$ cat src/rtl/if_id_reg_pkg.sv
// Shared fetch/decode definitions: exception codes, instruction-memory
// address window, exception entry vector and the IF/ID slot record.
package if_id_reg_pkg;

    localparam logic [31:0] IM_BASE   = 32'h0000_3000;
    localparam logic [31:0] IM_END    = 32'h0000_6ffc;
    localparam logic [31:0] EXC_ENTRY = 32'h0000_4180;

    localparam logic [4:0] EXC_NONE = 5'd0;
    localparam logic [4:0] EXC_ADEL = 5'd4;
    localparam logic [4:0] EXC_ADES = 5'd5;
    localparam logic [4:0] EXC_RI   = 5'd10;
    localparam logic [4:0] EXC_OV   = 5'd12;

    // What the register does on the coming edge, in priority order.
    typedef enum logic [1:0] {
        ACT_LOAD = 2'd0,
        ACT_HOLD = 2'd1,
        ACT_ERET = 2'd2,
        ACT_EXC  = 2'd3
    } slot_action_t;

    typedef struct packed {
        logic [31:0] pc;
        logic [31:0] instr;
        logic [4:0]  exccode;
        logic        bd;
        logic        valid;
    } d_slot_t;

    // An empty decode slot that still carries a PC for exception bookkeeping.
    function automatic d_slot_t bubble(input logic [31:0] pc);
        d_slot_t s;
        s.pc      = pc;
        s.instr   = 32'h0;
        s.exccode = EXC_NONE;
        s.bd      = 1'b0;
        s.valid   = 1'b0;
        return s;
    endfunction

endpackage

$ cat src/rtl/if_id_reg_if.sv
// Fetch-to-decode bundle: F-side inputs, pipeline controls, D-side outputs
// and the fetch performance counters.
interface if_id_reg_if;

    logic [31:0] F_PC;
    logic [31:0] F_instr;
    logic        F_bd;
    logic        hold;
    logic        exc;
    logic        eret;
    logic [31:0] EPC;

    logic [31:0] D_PC;
    logic [31:0] D_instr;
    logic [4:0]  D_exccode;
    logic        D_bd;
    logic        D_valid;
    logic [31:0] perf_fetched;
    logic [31:0] perf_stalls;

    modport master (
        output F_PC, F_instr, F_bd, hold, exc, eret, EPC,
        input  D_PC, D_instr, D_exccode, D_bd, D_valid, perf_fetched, perf_stalls
    );

    modport slave (
        input  F_PC, F_instr, F_bd, hold, exc, eret, EPC,
        output D_PC, D_instr, D_exccode, D_bd, D_valid, perf_fetched, perf_stalls
    );

endinterface

$ cat src/rtl/if_id_reg_fetch_exc_check.sv
// Combinational fetch address check: flags AdEL for misaligned PCs or PCs
// outside the instruction-memory window (unsigned compare).
module fetch_exc_check
    import if_id_reg_pkg::*;
(
    input  logic [31:0] F_PC,
    output logic        adel
);

    logic misaligned;
    logic below_base;
    logic above_end;

    assign misaligned = (F_PC[1:0] != 2'b00);
    assign below_base = (F_PC < IM_BASE);
    assign above_end  = (F_PC > IM_END);
    assign adel       = misaligned | below_base | above_end;

endmodule

$ cat src/rtl/if_id_reg.sv
// IF/ID pipeline register with AdEL tagging, stall hold and exc/eret flush.
// Optional fetch/stall counters are built when FETCH_PERF_CNT_EN is defined.
module if_id_reg
    import if_id_reg_pkg::*;
(
    input  logic          clk,
    input  logic          reset,
    if_id_reg_if.slave    bus
);

    logic         adel;
    slot_action_t action;
    d_slot_t      slot_reg;
    d_slot_t      slot_next;

    fetch_exc_check u_fetch_exc_check (
        .F_PC (bus.F_PC),
        .adel (adel)
    );

    // Flushes beat hold, so a stalled slot can still be cleared.
    always_comb begin
        action = ACT_LOAD;
        if (bus.exc) begin
            action = ACT_EXC;
        end else if (bus.eret) begin
            action = ACT_ERET;
        end else if (bus.hold) begin
            action = ACT_HOLD;
        end
    end

    always_comb begin
        slot_next = slot_reg;
        case (action)
            ACT_EXC:  slot_next = bubble(EXC_ENTRY);
            ACT_ERET: slot_next = bubble(bus.EPC);
            ACT_HOLD: slot_next = slot_reg;
            default: begin
                slot_next.pc    = bus.F_PC;
                slot_next.bd    = bus.F_bd;
                slot_next.valid = 1'b1;
                if (adel) begin
                    slot_next.instr   = 32'h0;
                    slot_next.exccode = EXC_ADEL;
                end else begin
                    slot_next.instr   = bus.F_instr;
                    slot_next.exccode = EXC_NONE;
                end
            end
        endcase
    end

    always_ff @(posedge clk or posedge reset) begin
        if (reset) begin
            slot_reg <= bubble(IM_BASE);
        end else begin
            slot_reg <= slot_next;
        end
    end

    assign bus.D_PC      = slot_reg.pc;
    assign bus.D_instr   = slot_reg.instr;
    assign bus.D_exccode = slot_reg.exccode;
    assign bus.D_bd      = slot_reg.bd;
    assign bus.D_valid   = slot_reg.valid;

`ifdef FETCH_PERF_CNT_EN
    logic [31:0] fetched_reg;
    logic [31:0] stalls_reg;

    // Only cleanly fetched instructions count; AdEL loads do not.
    always_ff @(posedge clk or posedge reset) begin
        if (reset) begin
            fetched_reg <= 32'h0;
            stalls_reg  <= 32'h0;
        end else begin
            if (action == ACT_LOAD && !adel) begin
                fetched_reg <= fetched_reg + 32'd1;
            end
            if (action == ACT_HOLD) begin
                stalls_reg <= stalls_reg + 32'd1;
            end
        end
    end

    assign bus.perf_fetched = fetched_reg;
    assign bus.perf_stalls  = stalls_reg;
`else
    assign bus.perf_fetched = 32'h0;
    assign bus.perf_stalls  = 32'h0;
`endif

endmodule

$ cat src/flat_wrapper.sv
// flat-port wrapper written by rule: the top's interface ports become plain ports
module if_id_reg_flat import if_id_reg_pkg::*;
  (clk, reset, bus_F_PC, bus_F_instr, bus_F_bd, bus_hold, bus_exc, bus_eret, bus_EPC, bus_D_PC, bus_D_instr, bus_D_exccode, bus_D_bd, bus_D_valid, bus_perf_fetched, bus_perf_stalls);
  if_id_reg_if bus_i ();
  input  logic clk;
  input  logic reset;
  input wire logic [$bits(bus_i.F_PC)-1:0] bus_F_PC;
  input wire logic [$bits(bus_i.F_instr)-1:0] bus_F_instr;
  input wire logic [$bits(bus_i.F_bd)-1:0] bus_F_bd;
  input wire logic [$bits(bus_i.hold)-1:0] bus_hold;
  input wire logic [$bits(bus_i.exc)-1:0] bus_exc;
  input wire logic [$bits(bus_i.eret)-1:0] bus_eret;
  input wire logic [$bits(bus_i.EPC)-1:0] bus_EPC;
  output wire logic [$bits(bus_i.D_PC)-1:0] bus_D_PC;
  output wire logic [$bits(bus_i.D_instr)-1:0] bus_D_instr;
  output wire logic [$bits(bus_i.D_exccode)-1:0] bus_D_exccode;
  output wire logic [$bits(bus_i.D_bd)-1:0] bus_D_bd;
  output wire logic [$bits(bus_i.D_valid)-1:0] bus_D_valid;
  output wire logic [$bits(bus_i.perf_fetched)-1:0] bus_perf_fetched;
  output wire logic [$bits(bus_i.perf_stalls)-1:0] bus_perf_stalls;
  assign bus_i.F_PC = bus_F_PC;
  assign bus_i.F_instr = bus_F_instr;
  assign bus_i.F_bd = bus_F_bd;
  assign bus_i.hold = bus_hold;
  assign bus_i.exc = bus_exc;
  assign bus_i.eret = bus_eret;
  assign bus_i.EPC = bus_EPC;
  assign bus_D_PC = bus_i.D_PC;
  assign bus_D_instr = bus_i.D_instr;
  assign bus_D_exccode = bus_i.D_exccode;
  assign bus_D_bd = bus_i.D_bd;
  assign bus_D_valid = bus_i.D_valid;
  assign bus_perf_fetched = bus_i.perf_fetched;
  assign bus_perf_stalls = bus_i.perf_stalls;
  if_id_reg u_core (.clk(clk), .reset(reset), .bus(bus_i));
endmodule
$ cat config.mk
export PLATFORM = sky130hd
export DESIGN_NAME = if_id_reg_flat
export DESIGN_NICKNAME = d
export VERILOG_FILES = /design/src/rtl/if_id_reg_pkg.sv /design/src/rtl/if_id_reg_if.sv /design/src/rtl/if_id_reg_fetch_exc_check.sv /design/src/rtl/if_id_reg.sv /design/src/flat_wrapper.sv
export SDC_FILE = /design/constraint.sdc
export NUM_CORES = 1
export LEC_CHECK = 0
export BUFFER_PORTS_ARGS = -buffer_cell sky130_fd_sc_hd__buf_2
export CORE_MARGIN = 10
export CORE_UTILIZATION = 35
export DETAILED_ROUTE_END_ITERATION = 8
export PLACE_DENSITY = 0.67
export SYNTH_ARGS = -nofsm -noshare
export SYNTH_HDL_FRONTEND = slang
export SYNTH_SLANG_ARGS = --single-unit
$ cat constraint.sdc
create_clock -name clk -period 2.8 [get_ports clk]
set_input_delay 0.14 -clock clk [delete_from_list [all_inputs] [get_ports clk]]
set_output_delay 0.14 -clock clk [all_outputs]
set_load 0.01 [all_outputs]
; Word level (Yosys, flattened, before mapping)
; Index checks and enable logic that the tools add are counted.
[totals]
in_bits = 102
output_inout_bits = 135
wordCells = 18
register_bits = 71
[classes]
n_mux = 5
n_eq_ne = 3
n_reduce_logical = 1
bitwise = 2
magnitude_cmp = 2
[op_table]
columns = op, n
row1 = one-hot mux 71 bit (3 select lines), 1
row2 = 2-to-1 mux 37 bit, 1
row3 = greater-than comparator 32 x 15 -> 1 bit (second input constant), 1
row4 = < comparator 32 x 14 -> 1 bit (second input constant), 1
row5 = equality test 2 bit (second input constant), 2
row6 = 2-to-1 mux 2 bit, 2
row7 = equality test 2 x 1 -> 1 bit (second input constant), 1
row8 = OR 1 bit, 2
row9 = nonzero test 2 bit, 1
row10 = 2-to-1 mux 1 bit, 1

; Longest topological paths before layout
[depth]
depth_word = 5
depth_mapped = 6

; Modules after synthesis
; From an unflattened synthesis, not the netlist that was laid out.
[hier_totals]
cells_unflattened = 372
area_unflattened_um2 = 3783.6
[modules_own_cells]
columns = module, seq_area_each_um2, area_per_inst_um2, n_inst, cells_each
row1 = if_id_reg, 1679.1, 3728.6, 1, 363
row2 = fetch_exc_check, 0.0, 55.1, 1, 9

; Least setup slack after synthesis
; Ideal clock, no wire load.
[synth_path]
path_kind = input port to flip-flop
start = in bus_eret
end = reg u_core.slot_reg (netlist bit u_core.bus.D_instr[20])
t_required_ns = 2.708
path_buffers = 3
arrival_time_ns = 1.061
path_stages = 6
setup_slack_ns = 1.647
cell_sequence = buf_2 -> nor2_2 -> buf_2 -> clkbuf_1 -> nand3_1 -> o31ai_2
[synth_via]
elab_chain_cells = 4
[synth_rtl]
columns = element, line_no
row1 = "start, declared", flat_wrapper.sv:12  ; input wire logic [$bits(bus_i.eret)-1:0] bus_eret;
row2 = 2-to-1 mux 2 bit (*), if_id_reg.sv:26  ; end else if (bus.eret) begin
row3 = 2-to-1 mux 2 bit (*), if_id_reg.sv:24  ; if (bus.exc) begin
row4 = equality test 2 x 1 -> 1 bit / equality test 2 bit (equally long branches), if_id_reg.sv:35  ; case (action)
row5 = one-hot mux 71 bit (3 select lines), if_id_reg.sv:35
row6 = "end signal, assigned", if_id_reg.sv:56  ; slot_reg <= bubble(IM_BASE);
row7 = "end signal, assigned", if_id_reg.sv:58  ; slot_reg <= slot_next;
row8 = "end, declared", if_id_reg.sv:13  ; d_slot_t slot_reg;
; Every way passes the cells marked *; elsewhere a longest branch is shown, timed or not.
; A chain may end at the register's enable or synchronous reset.

; Final worst setup path
[layout_path]
start = in bus_hold
end = reg u_core.slot_reg (netlist bit u_core.bus.D_exccode[2])
[layout_via]
elab_chain_cells = 5
[layout_rtl]
columns = element, line_no
row1 = "start, declared", flat_wrapper.sv:10  ; input wire logic [$bits(bus_i.hold)-1:0] bus_hold;
row2 = 2-to-1 mux 1 bit (*), if_id_reg.sv:28  ; end else if (bus.hold) begin
row3 = 2-to-1 mux 2 bit (*), if_id_reg.sv:26
row4 = 2-to-1 mux 2 bit (*), if_id_reg.sv:24
row5 = equality test 2 x 1 -> 1 bit / equality test 2 bit (equally long branches), if_id_reg.sv:35
row6 = one-hot mux 71 bit (3 select lines), if_id_reg.sv:35
; Marks and branches as above.

==> results.ini <==
[synth]
synth.lib_cells_used.distinct=28
warning_count_from_the_yosys_run=0
synth_common_cells=sky130_fd_sc_hd__buf_4 (70), sky130_fd_sc_hd__dfrtp_1 (65), sky130_fd_sc_hd__nand3_1 (65), sky130_fd_sc_hd__mux2i_1 (33), sky130_fd_sc_hd__mux2_2 (32)
syn-mean-instance-area_um2=10.7
synth.cell_area_um2=4040
synth_flop_type=sky130_fd_sc_hd__dfrtp_1
ys_seq_elements=67
synth_edf_count=0
synth_top_cells_by_area=sky130_fd_sc_hd__dfrtp_1 (40%), sky130_fd_sc_hd__buf_4 (13%), sky130_fd_sc_hd__mux2_2 (8.9%)
synthArstFlopShare_pct=100
synth.top_cell.area_share_pct=40.3
yosysTopAreaCell=sky130_fd_sc_hd__dfrtp_1
synth_seq_area_share_pct=41.6
post-synth-top-count-cell=sky130_fd_sc_hd__buf_4
post_synth_inst_count=376

[clocking]
tritoncts=done
insertion_delay_ns=0.33
clock_sink_count=67
post_cts_buffers=0
hold_buffers=0
ctsLongestPathBuffers=2
post_cts_resized=0
cts_max_level=3
clock_tree.root_cell=sky130_fd_sc_hd__clkbuf_16
clock_pin_slew_of_the_registers_on_the_worst_case_setup_and_hold_paths_ns=0.05
tritoncts.num_buffers=9

[sta]
timing.clock.skew_ns=0
slew_violations=0
layout_setup_ws_ns=1.28
timing.fmax_mhz=659
slew_margin_rel_pct=31.1
hold_violations=0
setup-tns-final_ns=0
grt_setup_unrepaired=no
tightestPinTransition_ns=1.03
part_of_the_cycle_the_worst_path_needs_pct=54.2
final_period_minus_worst_setup_slack_ns=1.52
timing.final.setup_violations=0

[routing]
totalWireLength_um=11700
drt_pre_antenna_iters=4
antenna_violating_nets_post_route=0
mean_number_of_vias_per_cell=4.70
drt_iter0_markers=154
drc=0
wl_per_cell_um=17.2
vias_after_detailed_routing=3187

[die]
initial_cell_density_of_the_core_pct=35.5
floorplan.die_area_um2=16200
std_cell_rows=39
chipWidth_um=127
io_pins=237
design.core.area_um2=11400
die_height_um=127

[global_routing]
grt_pass1_wl_um=18800
globalRoute.totalOverflow=0
number_of_antenna_violations_at_the_first_check_in_global_routing=1
grt_max_degree=68
via_count_of_the_first_global_routing_pass=3686
grt.total_usage_pct=14.4

[critical_path]
r2r.worst_path.cells=3
cp.required_ns=3.02
crit_fanout=46
arrival_time_worst_endpoint_ns=1.73
worstReg2RegEnd=u_core.bus.D_PC[0]$_DFFE_PP0P_
regToRegSetupSlack_ns=1.79
worstSetupEndpointType=register
startpoint_type=primary input
critPathLaunch=bus_hold
worst_r2r_startpoint=u_core.bus.D_PC[0]$_DFFE_PP0P_
crit_type=primary input to register
crit_end=u_core.bus.D_exccode[2]$_DFFE_PP0P_

[pwr]
power.density_nw_per_um2=493
p_total_uw=2460
p_leak_uw=0.00258
max-vdd-ir-drop_mv=0.288

[layout]
fin_cells=678
seqCellArea_um2=1680
n_antenna_cell=0
area_delta_synth_final_pct=23.4
fillerInstances=1094
final_layout_size_suffix_gt1_share_pct=48.8
final_net_count=632
multi_input_gate_area_um2=1940

[placement]
placedCellCount=662
gp_routability_congestion=0.759
numPortBuffers=168
hpwl_um=8870
place_ws_ns=0.940

[status]
outcome=complete, no violations

[min_path]
hold_path_class=primary input to register

[flow_run]
maxCapViolCount=0

## area by class of cell
cell class | count | share of cell area, %
timing repair buffer | 175 | 17.9
tap | 143 | 3.59
sequential | 67 | 33.7
multi-input combinational | 275 | 39.0
inverter | 2 | 0.151
clock inverter | 2 | 0.201
clock buffer | 14 | 5.49
## routing by layer
layer  part of all wire [%]  vias to the layer above  track usage, %  wire length (um)
li1                       -                     1497               -                 -
met1                     36                     1479            14.7              4200
met2                     46                      190            22.8              5370
met3                     16                       19            8.97              1830
met4                    2.1                        2            6.63               246
met5                  0.094                        -               0                11
## kinds of logic after synthesis
logic type | after synthesis | synth area share [%]
and+or+nand+nor | 106 | 13.3
AOI/OAI and AO/OA | 36 | 11.1
other | 1 | 0.0928
muxes | 65 | 17.1
DFF | 67 | 41.6
buffers and inverters | 101 | 16.9
## sequential cells by signal, summed over array words and instances, names as in the netlist
signal / flops
u_core.bus.D_bd: 1
u_core.bus.D_exccode: 1
u_core.bus.D_valid: 1
u_core.bus.D_instr: 32
u_core.bus.D_PC: 32
## cell usage in the layout (no fill, tap or decap), types with 3 or more instances in the layout
cell type,n
sky130_fd_sc_hd__buf_2,168
sky130_fd_sc_hd__clkbuf_8,3
sky130_fd_sc_hd__nor2_1,29
sky130_fd_sc_hd__conb_1,68
sky130_fd_sc_hd__mux2i_1,33
sky130_fd_sc_hd__mux2_2,32
sky130_fd_sc_hd__buf_4,7
sky130_fd_sc_hd__clkbuf_16,9
sky130_fd_sc_hd__nand3_1,65
sky130_fd_sc_hd__dfrtp_1,65
sky130_fd_sc_hd__o31ai_2,28
sky130_fd_sc_hd__nand2b_1,3
## worst max-delay path: stages
cell	delay, ns
sky130_fd_sc_hd__buf_2	0.76
sky130_fd_sc_hd__buf_4	0.41
sky130_fd_sc_hd__inv_1	0.09
sky130_fd_sc_hd__o221a_2	0.29
## how the worst min path moves through the flow
stage,from,endpoint,slack (ns),cells past startpoint
after floorplan,bus_EPC[14],u_core.bus.D_PC[14]$_DFFE_PP0P_,0.28,2
after global placement,bus_EPC[7],u_core.bus.D_PC[7]$_DFFE_PP0P_,0.36,3
after detailed placement,bus_EPC[7],u_core.bus.D_PC[7]$_DFFE_PP0P_,0.37,3
after CTS,bus_EPC[7],u_core.bus.D_PC[7]$_DFFE_PP0P_,0.02,3
after global routing,bus_EPC[14],u_core.bus.D_PC[14]$_DFFE_PP0P_,0.05,3
final,bus_EPC[7],u_core.bus.D_PC[7]$_DFFE_PP0P_,0.03,3
## stage by stage
stage          util (%)  area, um2  hold slack, ns
2_1_floorplan         -       4290           0.279
3_3_place_gp       41.4       4700           0.364
3_5_place_dp       41.4       4700           0.372
4_1_cts            43.9       4990          0.0167
5_1_grt            43.9       4990          0.0472
6_report           43.9       4990          0.0325
## where the power goes
group	internal (uW)	switching (uW)
sequential	1000	16.2
clock	669	404
combinational	150	217
Power figures use the tool's default switching activity.
